File: config.mk
export PLATFORM = sky130hd
export DESIGN_NAME = rom_load_arb
export DESIGN_NICKNAME = d
export VERILOG_FILES = /design/src/rtl/pc8001m_pkg.sv /design/src/rtl/rom_load_arb_pulse_stretch.sv /design/src/rtl/rom_load_arb.sv
export SDC_FILE = /design/constraint.sdc
export NUM_CORES = 1
export LEC_CHECK = 0
export ABC_AREA = 1
export BUFFER_PORTS_ARGS = -buffer_cell sky130_fd_sc_hd__buf_4
export CAP_MARGIN = 10
export CORE_ASPECT_RATIO = 0.75
export CORE_MARGIN = 2
export CORE_UTILIZATION = 40
export DETAILED_ROUTE_END_ITERATION = 6
export PLACE_DENSITY_LB_ADDON = 0.05
export SLEW_MARGIN = 20
export SYNTH_ARGS = -nofsm -noshare
export SYNTH_HDL_FRONTEND = slang
export SYNTH_SLANG_ARGS = --single-unit
File: constraint.sdc
create_clock -name clk_sys -period 1.9 [get_ports clk_sys]
set_input_delay 0.19 -clock clk_sys [delete_from_list [all_inputs] [get_ports clk_sys]]
set_output_delay 0.19 -clock clk_sys [all_outputs]
set_load 0.01 [all_outputs]
File: src/rtl/pc8001m_pkg.sv
`default_nettype none
// ============================================================================
// Module      : pc8001m_pkg
// Description : Shared constants for the PC-8001 ROM loader: FSM state
//               encoding and default download index / reset pulse length.
// Revision    : 1.0 - initial release
// ============================================================================
package pc8001m_pkg;

  // OSD "F,BIND88" entry index and post-download core reset length
  localparam logic [7:0] ROM_INDEX_DEFAULT  = 8'd1;
  localparam int         RST_CYCLES_DEFAULT = 16;

  // Arbiter state encoding
  typedef logic [2:0] state_t;
  localparam logic [2:0] ST_IDLE    = 3'd0;
  localparam logic [2:0] ST_CPU_RD  = 3'd1;
  localparam logic [2:0] ST_CPU_DAT = 3'd2;
  localparam logic [2:0] ST_DL      = 3'd3;
  localparam logic [2:0] ST_DL_WR   = 3'd4;
  localparam logic [2:0] ST_DONE    = 3'd5;

  // The CPU is stalled whenever the loader owns the memory or the core is
  // being held in reset after a load.
  function automatic logic is_hold(state_t s);
    return (s == ST_DL) || (s == ST_DL_WR) || (s == ST_DONE);
  endfunction

endpackage
`default_nettype wire

File: src/rtl/rom_load_arb_pulse_stretch.sv
`default_nettype none
// ============================================================================
// Module      : pulse_stretch
// Description : Emits a pulse exactly LEN cycles long starting the cycle
//               after trig; 'last' flags the final high cycle.
// Revision    : 1.0 - initial release
// ============================================================================
module pulse_stretch #(
  parameter int LEN = 16
) (
  input  logic clk,
  input  logic rst,
  input  logic trig,
  output logic pulse,
  output logic last
);

  localparam int CW = $clog2(LEN + 1);

  logic [CW-1:0] cnt;

  // Down-counter: loaded on trigger, runs to zero
  always_ff @(posedge clk) begin
    if (rst) begin
      cnt <= '0;
    end else if (trig) begin
      cnt <= CW'(LEN);
    end else if (cnt != '0) begin
      cnt <= cnt - CW'(1);
    end
  end

  assign pulse = (cnt != '0);
  assign last  = (cnt == CW'(1));

endmodule
`default_nettype wire

File: src/rtl/rom_load_arb.sv
`default_nettype none
// ============================================================================
// Module      : rom_load_arb
// Description : Arbitrates a shared single-port ROM RAM between CPU reads and
//               hps_io ROM downloads; download has priority, a write arriving
//               mid-read is parked in a one-byte buffer under ioctl_wait.
// Revision    : 1.0 - initial release
// ============================================================================
module rom_load_arb
  import pc8001m_pkg::*;
#(
  parameter int         ADDR_W     = 15,
  parameter logic [7:0] ROM_INDEX  = ROM_INDEX_DEFAULT,
  parameter int         RST_CYCLES = RST_CYCLES_DEFAULT
) (
  input  logic              clk_sys,
  input  logic              reset,
  // hps_io download port
  input  logic              ioctl_download,
  input  logic [7:0]        ioctl_index,
  input  logic              ioctl_wr,
  input  logic [24:0]       ioctl_addr,
  input  logic [7:0]        ioctl_dout,
  output logic              ioctl_wait,
  // CPU read port
  input  logic              cpu_req,
  input  logic [ADDR_W-1:0] cpu_addr,
  output logic [7:0]        cpu_dout,
  output logic              cpu_ack,
  // shared RAM (1-cycle read latency)
  output logic [ADDR_W-1:0] mem_addr,
  output logic [7:0]        mem_din,
  output logic              mem_we,
  input  logic [7:0]        mem_dout,
  // status
  output logic              cpu_hold,
  output logic              core_reset,
  output logic              rom_loaded,
  output logic              dl_overflow,
  output logic [ADDR_W:0]   bytes_loaded
);

  localparam logic [24:0]   MEM_SIZE = 25'(1) << ADDR_W;
  localparam logic [ADDR_W:0] CNT_MAX = {1'b1, {ADDR_W{1'b0}}};

  state_t            state;
  state_t            state_nx;
  logic              armed;       // download line seen low since last reset
  logic              dl_pend;     // download start seen while a read was in flight
  logic              buf_valid;
  logic [24:0]       buf_addr;
  logic [7:0]        buf_data;
  logic [ADDR_W-1:0] rd_addr;
  logic [7:0]        dout_q;
  logic              wait_q;
  logic              ps_last;

  logic dl_start;
  logic in_read;
  logic take_wr;
  logic dl_end;
  logic wr_in_range;
  logic buf_in_range;
  logic drop_write;

  assign dl_start     = ioctl_download && (ioctl_index == ROM_INDEX) && armed;
  assign in_read      = (state == ST_CPU_RD) || (state == ST_CPU_DAT);
  assign take_wr      = in_read && ioctl_wr && dl_start && !buf_valid;
  assign dl_end       = (state == ST_DL) && !ioctl_download;
  assign wr_in_range  = (ioctl_addr < MEM_SIZE);
  assign buf_in_range = (buf_addr < MEM_SIZE);

  assign mem_we     = ((state == ST_DL) && ioctl_download && ioctl_wr && wr_in_range) ||
                      ((state == ST_DL_WR) && buf_in_range);
  assign drop_write = ((state == ST_DL) && ioctl_download && ioctl_wr && !wr_in_range) ||
                      ((state == ST_DL_WR) && !buf_in_range);

  // Next-state logic; a parked byte is flushed before entering DL proper
  always_comb begin
    state_nx = state;
    case (state)
      ST_IDLE: begin
        if (dl_start)     state_nx = ST_DL;
        else if (cpu_req) state_nx = ST_CPU_RD;
      end
      ST_CPU_RD:  state_nx = ST_CPU_DAT;
      ST_CPU_DAT: begin
        if (buf_valid || take_wr)     state_nx = ST_DL_WR;
        else if (dl_pend || dl_start) state_nx = ST_DL;
        else                          state_nx = ST_IDLE;
      end
      ST_DL:    if (!ioctl_download) state_nx = ST_DONE;
      ST_DL_WR: state_nx = ST_DL;
      ST_DONE:  if (ps_last) state_nx = ST_IDLE;
      default:  state_nx = ST_IDLE;
    endcase
  end

  // State, read datapath, write buffer and download status registers
  always_ff @(posedge clk_sys) begin
    if (reset) begin
      state        <= ST_IDLE;
      armed        <= 1'b0;
      dl_pend      <= 1'b0;
      buf_valid    <= 1'b0;
      buf_addr     <= '0;
      buf_data     <= '0;
      rd_addr      <= '0;
      dout_q       <= '0;
      wait_q       <= 1'b0;
      rom_loaded   <= 1'b0;
      dl_overflow  <= 1'b0;
      bytes_loaded <= '0;
    end else begin
      state <= state_nx;

      if (!ioctl_download) armed <= 1'b1;

      dl_pend <= (state == ST_CPU_RD) && dl_start;

      if (state == ST_IDLE)    rd_addr <= cpu_addr;
      if (state == ST_CPU_DAT) dout_q  <= mem_dout;

      if (take_wr) begin
        buf_valid <= 1'b1;
        buf_addr  <= ioctl_addr;
        buf_data  <= ioctl_dout;
        wait_q    <= 1'b1;
      end else if (state == ST_DL_WR) begin
        buf_valid <= 1'b0;
        wait_q    <= 1'b0;
      end

      // Writes only happen in DL/DL_WR, so the clear never races a count
      if (dl_start && ((state == ST_IDLE) || in_read)) begin
        bytes_loaded <= '0;
        dl_overflow  <= 1'b0;
      end else begin
        if (mem_we && (bytes_loaded != CNT_MAX)) bytes_loaded <= bytes_loaded + (ADDR_W+1)'(1);
        if (drop_write)                          dl_overflow  <= 1'b1;
      end

      if (dl_end) rom_loaded <= 1'b1;
    end
  end

  // RAM address/data steering per state
  always_comb begin
    mem_addr = '0;
    mem_din  = '0;
    if (state == ST_CPU_RD) begin
      mem_addr = rd_addr;
    end else if (mem_we && (state == ST_DL)) begin
      mem_addr = ioctl_addr[ADDR_W-1:0];
      mem_din  = ioctl_dout;
    end else if (mem_we && (state == ST_DL_WR)) begin
      mem_addr = buf_addr[ADDR_W-1:0];
      mem_din  = buf_data;
    end
  end

  assign cpu_ack    = (state == ST_CPU_DAT);
  assign cpu_dout   = (state == ST_CPU_DAT) ? mem_dout : dout_q;
  assign cpu_hold   = is_hold(state);
  assign ioctl_wait = wait_q;

  pulse_stretch #(
    .LEN (RST_CYCLES)
  ) u_rst_pulse (
    .clk   (clk_sys),
    .rst   (reset),
    .trig  (dl_end),
    .pulse (core_reset),
    .last  (ps_last)
  );

endmodule
`default_nettype wire

==> impl_metrics.ini, run 1 <==
[status]
outcome = finished with violations
violations = negative setup slack

[layout]
finish.utilization_pct = 56.9
drive_above_1_share_pct = 32.6
syn_to_final_growth_pct = 39.5
diodes = 0
final_nets = 830

[grt]
grt_busiest_layer = met2
grt_max_degree = 35
grt_pass1_wl_um = 20000
overflow = 0
met2_usage_pct = 32.7
track_usage_pct = 20.7
antenna_found_initial = 0
use_met1_pct = 28.3
use_met3_pct = 5.16
grt_pass1_vias = 4076

[clock_network]
clkSinkCount = 85
cts_hold_buf = 0
cts_tree = yes
htreeDepth = 3
clk_pin_slew_worst_paths_ns = 0.07
ctsRootBufferMaster = clkbuf_16
cts.path.max_buffers = 2
clock_latency_ns = 0.34
numCtsBuffers = 9

[drt]
drtIter0Drc = 195
drt-vias-per-instance = 4.98
avgRoutedWirePerCell_um = 13.6
vias = 4488
ant_nets = 0
first_pass_iters = 5
routed_wl_um = 12300
drcViolationCount = 0

[worst_setup_path]
crit_arrival_ns = 1.73
critical_path.startpoint_type = register
ff2ff_setup_slack_ns = 0.11
critical_path_class = register to output port
required_ns = 1.71
cp_max_fo = 8
crit_path_end_kind = output port

[placed_design]
portBuffers = 122
place.gp.congestion = 0.909
pre_cts_ws_ns = 0.0610
dpl.hpwl_um = 8640

[floorplanning]
chipWidth_um = 126
initial_core_util_pct = 40.8
core_sq_mm = 0.0109
rows = 33
fp.dieH_um = 95.1
pin_count = 123
die_area_sq_mm = 0.0119

[yosys]
ys_seq_elements = 85
yosys.cell_count.top_type = inv_1
synth_area_leaders = dfxtp_1 (38%), inv_1 (7.7%), nand2_1 (6.4%)
syn_inst = 613
avgSynthCellArea_sq_um = 7.23
yosys_warnings = 0
synth_area_leader_cell = dfxtp_1
synth.distinct_cells = 37
syn_area_sq_mm = 0.00443
netlist.area_leader.share_pct = 38.4
synth_ff_type = dfxtp_1
yosysSeqAreaShare_pct = 38.4
synth_edf_count = 0
syn_nets = 687
yosys-top-cells-count = inv_1 (91), dfxtp_1 (85), nand2_1 (76)
ys_async_sr_fraction_pct = 0

[pwr]
switching_share_pct = 36.6
p_sw_mw = 2.46
combPwrFrac_pct = 39.8
pwr-share-seq_pct = 33.8
clockPowerShare_pct = 26.5
p_per_area_mw_per_mm2 = 1090
intPower_mw = 4.27
power.leakage_nw = 2.81
p_total_mw = 6.73
ir_drop_v = 0.000501

[sta]
timing.fmax_mhz = 521
clock-skew-final_ns = 0.00717
period_needed_ns = 1.92
fin_tns_setup_ns = -0.0828
rsz0062_at_grt = yes
hold_violations = 0
setup_ws_ns = -0.0186
timing.hold.ws_ns = 0.0706
fin_crit_sh_pct = 101
slew_headroom_pct = 62.3
slew_viol_final = 0
max_slew.worst_pin.slew_ns = 0.564
setup_violations = 8

[run]
drv_cap = 0

[min_path]
min_path_type = input port to register
per-layer routing:
metal / part of all wire [%] / wire length (um) / up-vias
li1: - / - / 2308
met3: 6.0 / 737 / 17
met5: 0 / 0 / -
met4: 1.2 / 142 / 0
met2: 46 / 5660 / 135
met1: 47 / 5730 / 2028
power by group through the flow:
stage               combinational (mW)  sequential (mW)  clock [mW]
floorplan                         1.58             2.25           0
global placement                  2.38             2.29           0
detailed placement                2.42             2.29           0
CTS                               2.55             2.27        1.82
global route                      2.99             2.31        1.91
finish                            2.67             2.27        1.78
registers in the layout, indices dropped and copies added, names as in the netlist:
name             cells
rom_loaded           1
u_rst_pulse.cnt      5
bytes_loaded        16
dl_overflow          1
buf_data             8
armed                1
dout_q               8
dl_pend              1
buf_addr            25
rd_addr             15
state                3
ioctl_wait           1
worst paths after layout:
path | from | endpoint | cells past startpoint
min reg2reg | armed | armed | 2
min | cpu_addr[12] | rd_addr[12] | 3
max | buf_addr[21] | mem_addr[7] | 9
max reg2reg | buf_addr[21] | bytes_loaded[0] | 12
cell families after synthesis:
family                     share of synthesized area [%]
AOI/OAI and AO/OA                                   20.4
xor gates and xnor gates                            2.37
adders and majority gates                           1.41
buffers and inverters                               11.8
DFF                                                 38.4
and+or+nand+nor                                     25.6
cell usage in the layout, fill, tap and decap left out, drive strengths merged:
| cell type | n |
|---|---|
| clkbuf | 10 |
| o22ai | 8 |
| inv | 97 |
| dfxtp | 85 |
| and2 | 1 |
| nand2 | 84 |
| o21ai | 58 |
| bufinv | 1 |
| o211ai | 15 |
| nand3 | 48 |
| nor3 | 14 |
| a21oi | 59 |
| xnor2 | 2 |
| nand3b | 1 |
| clkinv | 4 |
| o21a | 1 |
| nor2 | 69 |
| nor4 | 1 |
| ha | 5 |
| a211oi | 14 |
| or2 | 9 |
| nand4 | 6 |
| o21bai | 1 |
| xor2 | 10 |
| buf | 158 |
area by class of cell:
class	instances	area, sq um
clock inverter	6	70.1
fill	1078	4680
inverter	96	367
sequential	85	1710
clock buffer	10	229
multi-input combinational	406	2340
tap	140	175
timing repair buffer	158	1280
critical path, stage by stage, from the launching register on:
cell and delay (ns):
dfxtp_2 0.32, inv_2 0.05, nand2_2 0.05, nor3_2 0.19, buf_4 0.15, and2_4 0.15
buf_8 0.13, nand3_1 0.07, o211ai_1 0.12, buf_4 0.16
per-stage QoR:
stage | instance area (sq um) | std cells
2_1_floorplan | 4430 | 613
3_3_place_gp | 5520 | 865
3_5_place_dp | 5520 | 865
4_1_cts | 6020 | 893
5_1_grt | 6180 | 901
6_report | 6180 | 901
what timing repair did:
action	in CTS	in global routing
pin swaps	15	16
buffers inserted	9	8
gates cloned	3	0
endpoints found under the setup margin	32	50
gates resized for setup	21	28
No activity file was read; power rests on OpenSTA's default activity.
==> run 2, diff against run 1 <==
==> constraint.sdc (replaced) <==
create_clock -name clk_sys -period 1.55 [get_ports clk_sys]
set_input_delay 0.155 -clock clk_sys [delete_from_list [all_inputs] [get_ports clk_sys]]
set_output_delay 0.155 -clock clk_sys [all_outputs]
set_load 0.01 [all_outputs]
==> impl_metrics.ini, run 2 (synthesized netlist as in run 1, its figures left out) <==
[status]
outcome = finished with violations
violations = negative setup slack

[sta]
rsz0062_at_grt = yes
clock-skew-final_ns = 0.0103
setup_violations = 82
period_needed_ns = 1.98
fin_crit_sh_pct = 128
timing.fmax_mhz = 506
fin_tns_setup_ns = -16.16
slew_viol_final = 0
max_slew.worst_pin.slew_ns = 0.574
timing.hold.ws_ns = 0.0288
setup_ws_ns = -0.428
slew_headroom_pct = 61.7
hold_violations = 0

[layout]
drive_above_1_share_pct = 50.5
largest_register_ffs = 25
n_fill_cell = 835
seqCellArea_sq_mm = 0.00172
multi_input_area_sq_mm = 0.00292
final_common_cell = buf_4
syn_to_final_growth_pct = 70.9
layout.cells.most_common_list = buf_4 (174), inv_1 (77), dfxtp_1 (76), nand2_1 (58), nor2_1 (50)
diodes = 0
regMostFlops = buf_addr
largestRegisters = buf_addr (25), bytes_loaded (16), rd_addr (15)
final_nets = 889

[worst_setup_path]
crit_path_start = state[2]
critical_path.startpoint_type = register
cp_max_fo = 6
crit_arrival_ns = 1.82
required_ns = 1.39
rr_startpoint = state[2]
crit_path_end_kind = output port
critical_path_class = register to output port

[drt]
first_pass_iters = 4
routed_wl_um = 14800
drt-vias-per-instance = 5.20
drtIter0Drc = 242
vias = 4995
avgRoutedWirePerCell_um = 15.4
drcViolationCount = 0
ant_nets = 0

[pwr]
pwr-share-seq_pct = 28.9
p_per_area_mw_per_mm2 = 1280
intPower_mw = 6.17
ir_drop_v = 0.000778
p_sw_mw = 3.50
clockPowerShare_pct = 24.7
combPwrFrac_pct = 46.4
switching_share_pct = 36.2
power.leakage_nw = 3.26

[placed_design]
place.gp.congestion = 0.895
dpl.hpwl_um = 8830
portBuffers = 122

[grt]
grt_pass1_wl_um = 23300
overflow = 0
grt_pass1_vias = 4800
antenna_found_initial = 0
grt_max_degree = 39
track_usage_pct = 24.3

[clock_network]
ctsRootBufferMaster = clkbuf_16
cts_hold_buf = 0
clkSinkCount = 85
clock_latency_ns = 0.35
cts_tree = yes
clk_pin_slew_worst_paths_ns = 0.07
numCtsBuffers = 9
htreeDepth = 3
cts.path.max_buffers = 2

[run]
drv_cap = 0

[floorplanning]
initial_core_util_pct = 40.8
rows = 33
core_sq_mm = 0.0109
die_area_sq_mm = 0.0119
fp.dieH_um = 95.1
chipWidth_um = 126
pin_count = 123

[min_path]
worstHoldStart = cpu_addr[11]
min_path_type = input port to register
## run 2: power by group through the flow
stage	clock network, mW	registers [mW]	logic (mW)
after floorplan	0	2.76	1.93
after global placement	0	2.78	3.25
after detailed placement	0	2.78	3.27
after CTS	2.42	2.77	4.16
after global routing	2.51	2.84	4.88
final	2.39	2.80	4.48
## run 2: area by class of cell
type	instances	share of cell area, %
multi-input combinational	409	38.6
sequential	85	22.7
inverter	96	5.06
clock buffer	12	3.26
tap	140	2.31
clock inverter	4	1.02
timing repair buffer	214	27.1
## run 2: layer usage
layer,GRT usage [%],vias to the layer above,part of all wire [%]
met5,0,-,0
met4,8.52,0,1.7
met3,5.61,22,5.4
met2,41.6,151,49
met1,30.3,2374,44
li1,-,2448,-
## run 2: repair_timing
item | in CTS | in global routing
setup buffers | 22 | 15
setup endpoints to repair | 76 | 93
pin swaps | 25 | 27
gates cloned | 14 | 1
resized for setup | 144 | 94
## run 2: path summary, 6_finish.rpt
path	to	slack [ns]	cells past startpoint
hold / removal	rd_addr[11]	0.03	3
setup reg to reg	bytes_loaded[1]	-0.20	13
setup / recovery	mem_addr[4]	-0.43	9
hold reg to reg	rom_loaded	0.47	2
## run 2: worst max-delay path, cell delays in order (launching register included)
cell and delay, ns:
dfxtp_2 0.34, inv_4 0.08, nand2_4 0.07, nor2_8 0.10
nand2_4 0.06, nor2_4 0.10, buf_12 0.16, nand2_8 0.08
o211ai_1 0.30, buf_4 0.18
## run 2: metrics by stage
step                setup WS (ns)  cells  total power, mW  util (%)  instance area (sq um)
floorplan                 0.00239    613             4.69         -                   4440
global placement           -0.112    898             6.04      53.8                   5840
detailed placement         -0.128    898             6.06      53.8                   5840
CTS                        -0.389    949             9.34      65.8                   7150
global route               -0.448    960             10.2      69.7                   7570
finish                     -0.428    960             9.67      69.7                   7570
==> run 3, diff against run 2 <==
--- a/config.mk
+++ b/config.mk
@@ -8,9 +8,11 @@
 export ABC_AREA = 1
 export BUFFER_PORTS_ARGS = -buffer_cell sky130_fd_sc_hd__buf_4
 export CAP_MARGIN = 10
+export CELL_PAD_IN_SITES_DETAIL_PLACEMENT = 1
+export CELL_PAD_IN_SITES_GLOBAL_PLACEMENT = 2
 export CORE_ASPECT_RATIO = 0.75
 export CORE_MARGIN = 2
-export CORE_UTILIZATION = 40
+export CORE_UTILIZATION = 26
 export DETAILED_ROUTE_END_ITERATION = 6
 export PLACE_DENSITY_LB_ADDON = 0.05
 export SLEW_MARGIN = 20
==> impl_metrics.ini, run 3 (synthesized netlist as in run 1, its figures left out) <==
[status]
outcome = finished with violations
violations = negative setup slack

[grt]
grt_max_degree = 31
grt_pass1_vias = 4927
grt_pass1_wl_um = 25700
track_usage_pct = 18.1
overflow = 0
antenna_found_initial = 0

[layout]
syn_to_final_growth_pct = 57.5
layout.cells.most_common_list = buf_4 (156), inv_1 (77), dfxtp_1 (77), nand2_1 (59), nor2_1 (56)
largestRegisters = buf_addr (25), bytes_loaded (16), rd_addr (15)
drive_above_1_share_pct = 41.6
finish.utilization_pct = 41.7
final_area_sq_mm = 0.00698
diodes = 0
final_nets = 859
largest_register_ffs = 25
final_common_cell = buf_4
regMostFlops = buf_addr

[placed_design]
placed_area_sq_mm = 0.00589
place.gp.congestion = 0.801
dpl.hpwl_um = 11200
portBuffers = 122

[drt]
drt-vias-per-instance = 4.73
avgRoutedWirePerCell_um = 16.3
drtIter0Drc = 103
first_pass_iters = 4
routed_wl_um = 16400
ant_nets = 0
drcViolationCount = 0
vias = 4758

[worst_setup_path]
crit_arrival_ns = 1.78
crit_family = buffers and inverters
cp_max_fo = 6
path_buf_inv = 3
worst_r2r_path_depth = 9
crit_cells = 9
required_ns = 1.39
critical_path.startpoint_type = register
critPathMaxStageDelay_ns = 0.40
crit_path_top_delay_cell = dfxtp_4
critical_path_class = register to output port
worstPathCellList = nand2_4 > nor2_8 > nand2_4 > nor2_4 > buf_12 > buf_4 > nand2_8 > o22ai_2 > buf_4
crit_path_end_kind = output port

[clock_network]
ctsRootBufferMaster = clkbuf_16
cts_hold_buf = 0
numCtsBuffers = 9
clk_pin_slew_worst_paths_ns = 0.06
clock_latency_ns = 0.35
htreeDepth = 3
cts.path.max_buffers = 2
clkSinkCount = 85
cts_tree = yes

[floorplanning]
die_area_sq_mm = 0.0181
pin_count = 123
fp.dieH_um = 117
rows = 41
chipWidth_um = 155
initial_core_util_pct = 26.5
core_sq_mm = 0.0167

[pwr]
power.leakage_nw = 3.05
ir_drop_v = 0.000576
p_per_area_mw_per_mm2 = 1310

[sta]
fin_tns_setup_ns = -12.12
setup_ws_ns = -0.385
fin_crit_sh_pct = 125
slew_headroom_pct = 57.8
setup_violations = 59
rsz0062_at_grt = yes
max_slew.worst_pin.slew_ns = 0.626
clock-skew-final_ns = 0.00736
hold_violations = 0
period_needed_ns = 1.94
slew_viol_final = 0
timing.fmax_mhz = 517

[min_path]
hold_depth = 3
min_path_type = input port to register

[run]
drv_cap = 0
[run 3: cell types whose count changed in the layout (fill, tap and decap cells not counted), sizes merged]
| cell | change |
|---|---|
| buf | -33 |
| bufinv | -1 |
| clkbuf | +3 |
| clkinv | +2 |
| clkinvlp | +1 |
| inv | -2 |
[run 3: worst register-to-register path, cell delays in order (launching register included)]
cell and delay (ns):
dfxtp_2 0.34, inv_4 0.10, nand2_1 0.13, nor2_4 0.22
nand3_4 0.23, nand2_8 0.14, buf_12 0.13, buf_12 0.12
nand3_2 0.07, a21oi_2 0.13
[run 3: final timing paths]
check | endpoint | slack [ns] | startpoint
worst max-delay path | mem_din[6] | -0.39 | state[1]
worst min-delay path | rd_addr[12] | 0.02 | cpu_addr[12]
worst max register to register | bytes_loaded[5] | -0.12 | state[0]
worst min register to register | rom_loaded | 0.46 | rom_loaded
[run 3: per-layer routing]
metal	global-route usage, %	vias up	routed length (um)
met1	23.8	2285	7880
met5	0	-	0
met4	3.95	0	192
li1	-	2371	-
met3	4.27	15	544
met2	30.5	87	7760
[run 3: final cells by class]
| cell class | instances | area (sq um) |
|---|---|---|
| multi-input combinational | 409 | 2640 |
| tap | 215 | 269 |
| sequential | 85 | 1710 |
| clock inverter | 4 | 47.5 |
| fill | 2009 | 9750 |
| timing repair buffer | 184 | 1680 |
| inverter | 96 | 373 |
| clock buffer | 12 | 246 |
[run 3: what timing repair did]
item,in CTS,in global routing
buffers inserted,7,7
pin swaps,25,15
resized for setup,78,52
cloned,6,4
endpoints found under the setup margin,81,89
[run 3: through the flow]
stage | hold slack [ns] | setup WS (ns) | std cells | power (mW)
floorplan | 0.251 | 0.00239 | 613 | 4.69
global placement | 0.380 | -0.181 | 967 | 6.19
detailed placement | 0.386 | -0.200 | 967 | 6.26
CTS | 0.0146 | -0.429 | 995 | 8.94
global route | 0.0250 | -0.490 | 1005 | 9.78
finish | 0.0228 | -0.385 | 1005 | 9.12
[run 3: power by group]
group | internal [mW] | total (mW) | switching [mW]
logic | 1.86 | 4.11 | 2.24
registers | 2.57 | 2.80 | 0.225
clock network | 1.29 | 2.22 | 0.927
